<file path="src/rtl/ysyx_25010030_axi_pkg.sv">
// Shared definitions for the AXI read-path blocks.
// Contents:
//   rd_state_e   - arbiter state encoding (IDLE / ADDR / DATA)
//   RESP_*       - AXI RRESP codes used by the arbiter
//   BURST_INCR   - AXI incrementing burst type
//   route_resp() - returns the slave response, or SLVERR when the returned
//                  ID does not belong to the granted master
package ysyx_25010030_axi_pkg;

  typedef enum logic [1:0] {
    ST_IDLE = 2'b00,
    ST_ADDR = 2'b01,
    ST_DATA = 2'b10
  } rd_state_e;

  localparam logic [1:0] RESP_OKAY   = 2'b00;
  localparam logic [1:0] RESP_SLVERR = 2'b10;
  localparam logic [1:0] BURST_INCR  = 2'b01;

  function automatic logic [1:0] route_resp(input logic i_id_ok, input logic [1:0] i_resp);
    return i_id_ok ? i_resp : RESP_SLVERR;
  endfunction

endpackage

</file>
<file path="src/rtl/ysyx_25010030_rr_arb2.sv">
// Two-way round-robin picker (purely combinational).
// Ports:
//   i_req0, i_req1 - request valids from requester 0 and 1
//   i_last_grant   - index of the requester served most recently
//   o_valid        - at least one request is present
//   o_grant        - index of the requester to serve next
// A lone requester always wins; on a tie the one not served last wins.
module ysyx_25010030_rr_arb2 (
  input  logic i_req0,
  input  logic i_req1,
  input  logic i_last_grant,
  output logic o_valid,
  output logic o_grant
);

  always_comb begin
    o_valid = i_req0 | i_req1;
    if (i_req0 & i_req1) begin
      o_grant = ~i_last_grant;
    end else begin
      o_grant = i_req1;
    end
  end

endmodule

</file>
<file path="src/rtl/ysyx_25010030_axi_rd_arbiter.sv">
// Two-master AXI4 read-channel arbiter (m0 = instruction cache, m1 = LSU)
// in front of a single slave read port. One whole burst is granted at a
// time, the grant is held until the last beat, and ties alternate.
// Ports:
//   clk, reset_n          - clock, asynchronous active-low reset
//   m0_ar* / m1_ar*       - requester AR channels
//   m0_r*  / m1_r*        - requester R channels (routed beats)
//   s_ar*                 - AR channel towards the slave
//   s_r*                  - R channel from the slave
// All AR/R forwarding is combinational; only state, grant, last grant and
// the requester ID are registered.
module ysyx_25010030_axi_rd_arbiter
  import ysyx_25010030_axi_pkg::*;
#(
  parameter int ID_W   = 4,
  parameter int DATA_W = 32
) (
  input  logic              clk,
  input  logic              reset_n,
  // master 0
  input  logic [31:0]       m0_araddr,
  input  logic              m0_arvalid,
  output logic              m0_arready,
  input  logic [ID_W-1:0]   m0_arid,
  input  logic [7:0]        m0_arlen,
  input  logic [2:0]        m0_arsize,
  input  logic [1:0]        m0_arburst,
  output logic              m0_rvalid,
  input  logic              m0_rready,
  output logic [DATA_W-1:0] m0_rdata,
  output logic [1:0]        m0_rresp,
  output logic [ID_W-1:0]   m0_rid,
  output logic              m0_rlast,
  // master 1
  input  logic [31:0]       m1_araddr,
  input  logic              m1_arvalid,
  output logic              m1_arready,
  input  logic [ID_W-1:0]   m1_arid,
  input  logic [7:0]        m1_arlen,
  input  logic [2:0]        m1_arsize,
  input  logic [1:0]        m1_arburst,
  output logic              m1_rvalid,
  input  logic              m1_rready,
  output logic [DATA_W-1:0] m1_rdata,
  output logic [1:0]        m1_rresp,
  output logic [ID_W-1:0]   m1_rid,
  output logic              m1_rlast,
  // slave
  output logic [31:0]       s_araddr,
  output logic [7:0]        s_arlen,
  output logic [2:0]        s_arsize,
  output logic [1:0]        s_arburst,
  output logic              s_arvalid,
  input  logic              s_arready,
  output logic [ID_W-1:0]   s_arid,
  input  logic              s_rvalid,
  input  logic [DATA_W-1:0] s_rdata,
  input  logic [1:0]        s_rresp,
  input  logic [ID_W-1:0]   s_rid,
  input  logic              s_rlast,
  output logic              s_rready
);

  rd_state_e       r_state;
  logic            r_grant;
  logic            r_last_grant;
  logic [ID_W-1:0] r_saved_id;

  logic       w_pick_valid;
  logic       w_pick;
  logic [1:0] w_resp;
  logic       w_unused_rid;

  // Only bit 0 of the returned ID carries the master index.
  assign w_unused_rid = ^s_rid;

  ysyx_25010030_rr_arb2 u_rr (
    .i_req0       (m0_arvalid),
    .i_req1       (m1_arvalid),
    .i_last_grant (r_last_grant),
    .o_valid      (w_pick_valid),
    .o_grant      (w_pick)
  );

  assign w_resp = route_resp(s_rid[0] == r_grant, s_rresp);

  always_comb begin
    m0_arready = 1'b0;
    m1_arready = 1'b0;
    s_araddr   = '0;
    s_arlen    = '0;
    s_arsize   = '0;
    s_arburst  = '0;
    s_arvalid  = 1'b0;
    s_arid     = '0;
    s_rready   = 1'b0;
    m0_rvalid  = 1'b0;
    m0_rdata   = '0;
    m0_rresp   = '0;
    m0_rid     = '0;
    m0_rlast   = 1'b0;
    m1_rvalid  = 1'b0;
    m1_rdata   = '0;
    m1_rresp   = '0;
    m1_rid     = '0;
    m1_rlast   = 1'b0;
    case (r_state)
      ST_ADDR: begin
        s_arid = {{(ID_W-1){1'b0}}, r_grant};
        if (r_grant) begin
          s_araddr   = m1_araddr;
          s_arlen    = m1_arlen;
          s_arsize   = m1_arsize;
          s_arburst  = m1_arburst;
          s_arvalid  = m1_arvalid;
          m1_arready = s_arready;
        end else begin
          s_araddr   = m0_araddr;
          s_arlen    = m0_arlen;
          s_arsize   = m0_arsize;
          s_arburst  = m0_arburst;
          s_arvalid  = m0_arvalid;
          m0_arready = s_arready;
        end
      end
      ST_DATA: begin
        if (r_grant) begin
          s_rready  = m1_rready;
          m1_rvalid = s_rvalid;
          m1_rdata  = s_rdata;
          m1_rresp  = w_resp;
          m1_rid    = r_saved_id;
          m1_rlast  = s_rlast;
        end else begin
          s_rready  = m0_rready;
          m0_rvalid = s_rvalid;
          m0_rdata  = s_rdata;
          m0_rresp  = w_resp;
          m0_rid    = r_saved_id;
          m0_rlast  = s_rlast;
        end
      end
      default: ;
    endcase
  end

  // last_grant resets to 1 so that m0 wins the first tie.
  always_ff @(posedge clk or negedge reset_n) begin
    if (!reset_n) begin
      r_state      <= ST_IDLE;
      r_grant      <= 1'b0;
      r_last_grant <= 1'b1;
      r_saved_id   <= '0;
    end else begin
      case (r_state)
        ST_IDLE: begin
          if (w_pick_valid) begin
            r_grant    <= w_pick;
            r_saved_id <= w_pick ? m1_arid : m0_arid;
            r_state    <= ST_ADDR;
          end
        end
        ST_ADDR: begin
          if (s_arvalid & s_arready) begin
            r_state <= ST_DATA;
          end
        end
        ST_DATA: begin
          if (s_rvalid & s_rready & s_rlast) begin
            r_last_grant <= r_grant;
            r_state      <= ST_IDLE;
          end
        end
        default: r_state <= ST_IDLE;
      endcase
    end
  end

endmodule

</file>
<file path="config.mk">
export PLATFORM = sky130hd
export DESIGN_NAME = ysyx_25010030_axi_rd_arbiter
export DESIGN_NICKNAME = d
export VERILOG_FILES = /design/src/rtl/ysyx_25010030_axi_pkg.sv /design/src/rtl/ysyx_25010030_rr_arb2.sv /design/src/rtl/ysyx_25010030_axi_rd_arbiter.sv
export SDC_FILE = /design/constraint.sdc
export NUM_CORES = 1
export LEC_CHECK = 0
export CAP_MARGIN = 20
export CORE_AREA = 3 3 106 108
export CTS_BUF_LIST = sky130_fd_sc_hd__clkbuf_8
export DETAILED_ROUTE_END_ITERATION = 10
export DIE_AREA = 0 0 109 111
export DONT_BUFFER_PORTS = 1
export PLACE_DENSITY = 0.3
export RECOVER_POWER = 25
export SYNTH_ARGS = -nofsm -noshare
export SYNTH_HDL_FRONTEND = slang
export SYNTH_SLANG_ARGS = --single-unit
export TNS_END_PERCENT = 5
</file>
<file path="constraint.sdc">
create_clock -name clk -period 2.9 [get_ports clk]
set_input_delay 0.29 -clock clk [delete_from_list [all_inputs] [get_ports clk]]
set_output_delay 0.29 -clock clk [all_outputs]
set_load 0.02 [all_outputs]
</file>
==> results of run 1 <==
## registers in the layout, summed over array words and instances (netlist names)
signal / count
r_grant: 1
r_last_grant: 1
r_saved_id: 4
r_state: 2
## logic make-up (layout without fill, tap and decap cells)
family                    after synthesis  in the layout  synth area share [%]
AOI/OAI and AO/OA                      51             51                 28.69
other                                   1              3                0.2429
and+or+nand+nor                        94             94                 38.33
buffers and inverters                  30             14                 10.94
DFF                                     8              8                 13.05
xor gates and xnor gates                1              1                0.5674
muxes                                  11             11                 8.185
## power by group through the flow
stage	clock network (mW)	logic, mW	registers [mW]
final	0.140	1.81	0.240
after global routing	0.150	1.98	0.253
after CTS	0.145	1.83	0.244
after detailed placement	0	1.83	0.244
after global placement	0	1.84	0.247
after floorplan	0	1.69	0.215
## per-stage QoR
stage / instances / hold WS, ps
floorplan: 198 / -5.591
CTS: 318 / 245.3
detailed placement: 313 / -5.306
finish: 318 / 248.0
global placement: 313 / -5.328
global route: 318 / 271.7
## routing by layer
metal	GRT usage [%]	up-vias	routed length, um
met3	0.9319	2	458
met2	14.62	114	3352
met4	1.347	0	12
li1	-	724	-
met1	12.86	798	2616
met5	0	-	0
## final timing paths
path                       depth (start not counted)  slack (ps)           from       endpoint
setup / recovery                                   4         490        r_grant    m0_rresp[1]
hold / removal                                     2         250      s_arready     r_state[1]
setup reg to reg                                   4         750        r_grant   r_last_grant
hold reg to reg                                    1         520  r_saved_id[2]  r_saved_id[2]
max in group asynchronous                          1        2150        reset_n   r_last_grant
min in group asynchronous                          1         430        reset_n  r_saved_id[2]
## worst max-delay path, delay by kind of cell (launching register included)
family                    cells  cell delay [ps]
DFF                           1              550
and+or+nand+nor               2              570
xor gates and xnor gates      1              190
buffers and inverters         1              560
## cells in the final DEF (no fill, tap or decap), types with 3 or more instances in the layout
cell type / netlist / final
and3_1: 78 / 78
a22o_1: 47 / 47
clkbuf_8: 0 / 3
mux2_2: 9 / 9
clkbuf_2: 3 / 3
buf_4: 4 / 5
nor2_1: 3 / 3
conb_1: 1 / 3
dfrtp_1: 7 / 7
## area by class of cell
| class | instances | area, um^2 |
|---|---|---|
| Sequential cell | 8 | 201.4 |
| Timing Repair Buffer | 9 | 62.56 |
| Clock inverter | 1 | 3.754 |
| Inverter | 1 | 3.754 |
| Fill cell | 1186 | 8650 |
| Tap cell | 136 | 170.2 |
| Clock buffer | 3 | 41.29 |
| Multi-Input combinational cell | 160 | 1191 |
==> results.cfg, run 1 <==
[place]
port_buffers = 0
place.gp.congestion = 0.6502
place_area_um2 = 1627
post-place-ws_ps = 883.3
hpwl_um = 5296

[floorplanning]
start_util_pct = 14.96
die_area_um2 = 12100
die_x_um = 109
die_height_um = 111
rows = 37
fp.coreArea_um2 = 10320
ioPinCount = 278

[timing]
rsz0062_at_grt = false
finalSetupViolCount = 0
max_slew_margin_pct = 31.83
fmax_mhz = 415.2
final.setup.tns_ps = 0
finalHoldViolCount = 0
layout_min_cycle_time_ps = 2408
period_share_pct = 83.05
skew_ps = 2.647
final_max_slew_viol_count = 0
tightest_slew_ps = 1023
fin_ws_ps = 491.6

[synth]
mappedNetlistArea_um2 = 1544
synth_edf_count = 0
ys_seq_area_share_pct = 13.05
synth_top_area_share_pct = 31.60
syn_inst = 196
async_flop_share_pct = 100.0
yosys_warnings = 0
synth_top_area_cell = and3_1
yosysMostFrequentCell = and3_1
synth_ff_type = dfrtp_1
avgSynthCellArea_um2 = 7.877
synth.area.top_cells = and3_1 32%, a22o_1 27%, dfrtp_1 11%
yosys_register_bits = 8
synth_cell_types = 31
synthTopCellsByCount = 78 x and3_1, 47 x a22o_1, 12 x clkbuf_1, 9 x mux2_2, 7 x dfrtp_1

[power]
total_power_mw = 2.194
seqPwrFrac_pct = 11.0
leakage_nw = 0.9164
swShare_pct = 64.94
peakVddDrop_v = 0.0003731
switching_power_mw = 1.425
clkPwrFrac_pct = 6.4
internal-power_mw = 0.7692
powerDensity_nw_per_um2 = 1310
comb_power_share_pct = 82.7

[clock_network]
ctsHtreeMaxLevel = 1
cts_setup_buffers = 0
cts-resized-gates = 0
cts_buffers = 3
cts_root_buf = clkbuf_8
clk_pin_slew_ps = 50
clock_latency_ps = 230
cts_max_path_buffers = 2
numClockSinks = 8
cts_hold_buf = 1
cts_tree = built

[global_routing]
track_usage_pct = 8.967
grt_max_degree = 78
grt_pass1_wl_um = 8721
grt_pass1_vias = 1491
antenna_found_initial = 0
grt_overflow = 0

[critical_path]
worstPathArrival_ps = 2120
end_kind = primary output
max_stage_delay_ps = 560
worst-setup-path-type = reg2out
crit_path_top_delay_cell = clkbuf_2
required_ps = 2610
crit_chain = clkbuf_2 -> xor2_1 -> nor2_1 -> nor3_1
worstPathMaxFanout = 41
worst_setup_path_start_kind = register

[final_layout]
area_growth_pct = 8.428
fin_area_um2 = 1674
final_util_pct = 16.22
antenna_cells = 0
drive_above_1_share_pct = 15.38
finalNetCount = 328

[route]
drt_iter0_markers = 112
viasPerCell = 5.151
vias = 1638
drt-total-wl_um = 6440
wire_per_inst_um = 20.25
drc_errors = 0
firstDrtPassIters = 4
drt.antenna.violating_nets = 0

[hold_path]
hp-class = in2reg

[status]
status = finished, final reports clean

[run]
drv_cap = 0
Power figures use the tool's default switching activity.
==> run 2: changes to the inputs <==
==> constraint.sdc (replaced) <==
create_clock -name clk -period 2.4 [get_ports clk]
set_input_delay 0.24 -clock clk [delete_from_list [all_inputs] [get_ports clk]]
set_output_delay 0.24 -clock clk [all_outputs]
set_load 0.02 [all_outputs]
==> results.cfg, run 2 (synthesized netlist as in run 1, its figures left out) <==
[clock_network]
clock_latency_ps = 230
cts_buffers = 3
ctsHtreeMaxLevel = 1
cts_tree = built
cts-resized-gates = 0
clk_pin_slew_ps = 40
numClockSinks = 8
cts_max_path_buffers = 2
cts_root_buf = clkbuf_8

[hold_path]
min_from = s_arready
min_to = r_state[1]
hp-class = in2reg
hold_depth = 2

[power]
powerDensity_nw_per_um2 = 1581
peakVddDrop_v = 0.0004442
leakage_nw = 0.9140

[critical_path]
r2r-end = r_last_grant
r2r-start = r_grant
crit_chain = inv_1 -> clkbuf_2 -> nor3_1 -> clkbuf_1
path_delay_family = buffers and inverters
rr_worst_depth = 4
reg2reg_slack_ps = 620
max_stage_delay_ps = 480
crit_path_top_delay_cell = dfrtp_1
required_ps = 2160
worst_setup_path_start_kind = register
end_kind = primary output
worstPathArrival_ps = 1830
cp.buffers_inverters = 3
worstPathMaxFanout = 40
worst-setup-path-type = reg2out

[timing]
fmax_mhz = 483.9
final_max_slew_viol_count = 0
finalSetupViolCount = 0
skew_ps = 3.760
whs_ps = 205.2
period_share_pct = 86.11
max_slew_margin_pct = 42.72
final.setup.tns_ps = 0
finalHoldViolCount = 0
tightest_slew_ps = 850.2
layout_min_cycle_time_ps = 2067
rsz0062_at_grt = false

[final_layout]
regMostFlops = r_saved_id
antenna_cells = 0
stdcell_count = 320
drive_above_1_share_pct = 14.13
largest_register_ffs = 4
area_growth_pct = 8.509
final_cell_mix = 78 x and3_1, 47 x a22o_1, 9 x mux2_2, 7 x dfrtp_1, 4 x buf_4
final_common_cell = and3_1
finalNetCount = 330
reg.largest.list = r_saved_id (4), r_state (2)

[route]
wire_per_inst_um = 20.00
drt.antenna.violating_nets = 0
firstDrtPassIters = 4
drt_iter0_markers = 106
viasPerCell = 5.153
drc_errors = 0
vias = 1649
drt-total-wl_um = 6399

[global_routing]
track_usage_pct = 8.731
grt_max_degree = 78
antenna_found_initial = 0
grt_pass1_vias = 1425
grt_overflow = 0
grt_pass1_wl_um = 8418

[place]
place.gp.congestion = 0.6492
port_buffers = 0
hpwl_um = 5268
dp.cells = 315

[floorplanning]
die_area_um2 = 12100
fp.coreArea_um2 = 10320
rows = 37
die_x_um = 109
start_util_pct = 14.96
die_height_um = 111
ioPinCount = 278

[run]
drv_cap = 0

[status]
status = finished, final reports clean
-- run 2: through the flow --
step | instance area (um^2) | setup slack [ps] | power, mW | utilization, %
floorplan | 1551 | 753.2 | 2.297 | -
global placement | 1642 | 666.8 | 2.532 | 15.90
finish | 1675 | 333.3 | 2.649 | 16.23
detailed placement | 1642 | 663.8 | 2.519 | 15.90
CTS | 1697 | 408.5 | 2.697 | 16.43
global route | 1675 | 153.2 | 2.858 | 16.23
-- run 2: worst max path at each step --
stage | from | end | slack [ps] | cells past startpoint
4_1_cts | r_state[1] | s_araddr[8] | 410 | 4
2_1_floorplan | r_state[0] | m0_rresp[0] | 750 | 2
6_report | r_grant | m1_rresp[1] | 330 | 4
3_3_place_gp | r_state[1] | s_araddr[8] | 670 | 4
5_1_grt | r_grant | m1_rresp[1] | 150 | 4
3_5_place_dp | r_state[1] | s_araddr[8] | 660 | 4
-- run 2: routing by layer --
layer	vias up	track usage, %	routed length (um)
met5	-	0	0
met4	0	1.684	27
met3	4	0.5824	354
met2	99	14.62	3365
met1	819	12.24	2651
li1	727	-	-
-- run 2: cell type report --
class                      count  area (um^2)
inverter                       1        3.754
multi-input combinational    160         1186
tap                          136        170.2
timing repair buffer          11        68.82
sequential                     8        201.4
clock inverter                 1        3.754
fill                        1184         8648
clock buffer                   3        41.29
-- run 2: repair_timing --
action | 4_1_cts | 5_1_grt
setup buffers | 0 | 0
hold buffers | 1 | 0
endpoints found under the hold margin | 8 | 0
-- run 2: where the power goes --
| group | switching (mW) | total [mW] | leakage [nW] | internal [mW] |
|---|---|---|---|---|
| sequential | 0.0724 | 0.283 | 0.0938 | 0.211 |
| combinational | 1.59 | 2.20 | 0.793 | 0.617 |
| clock | 0.0513 | 0.162 | 0.0269 | 0.111 |
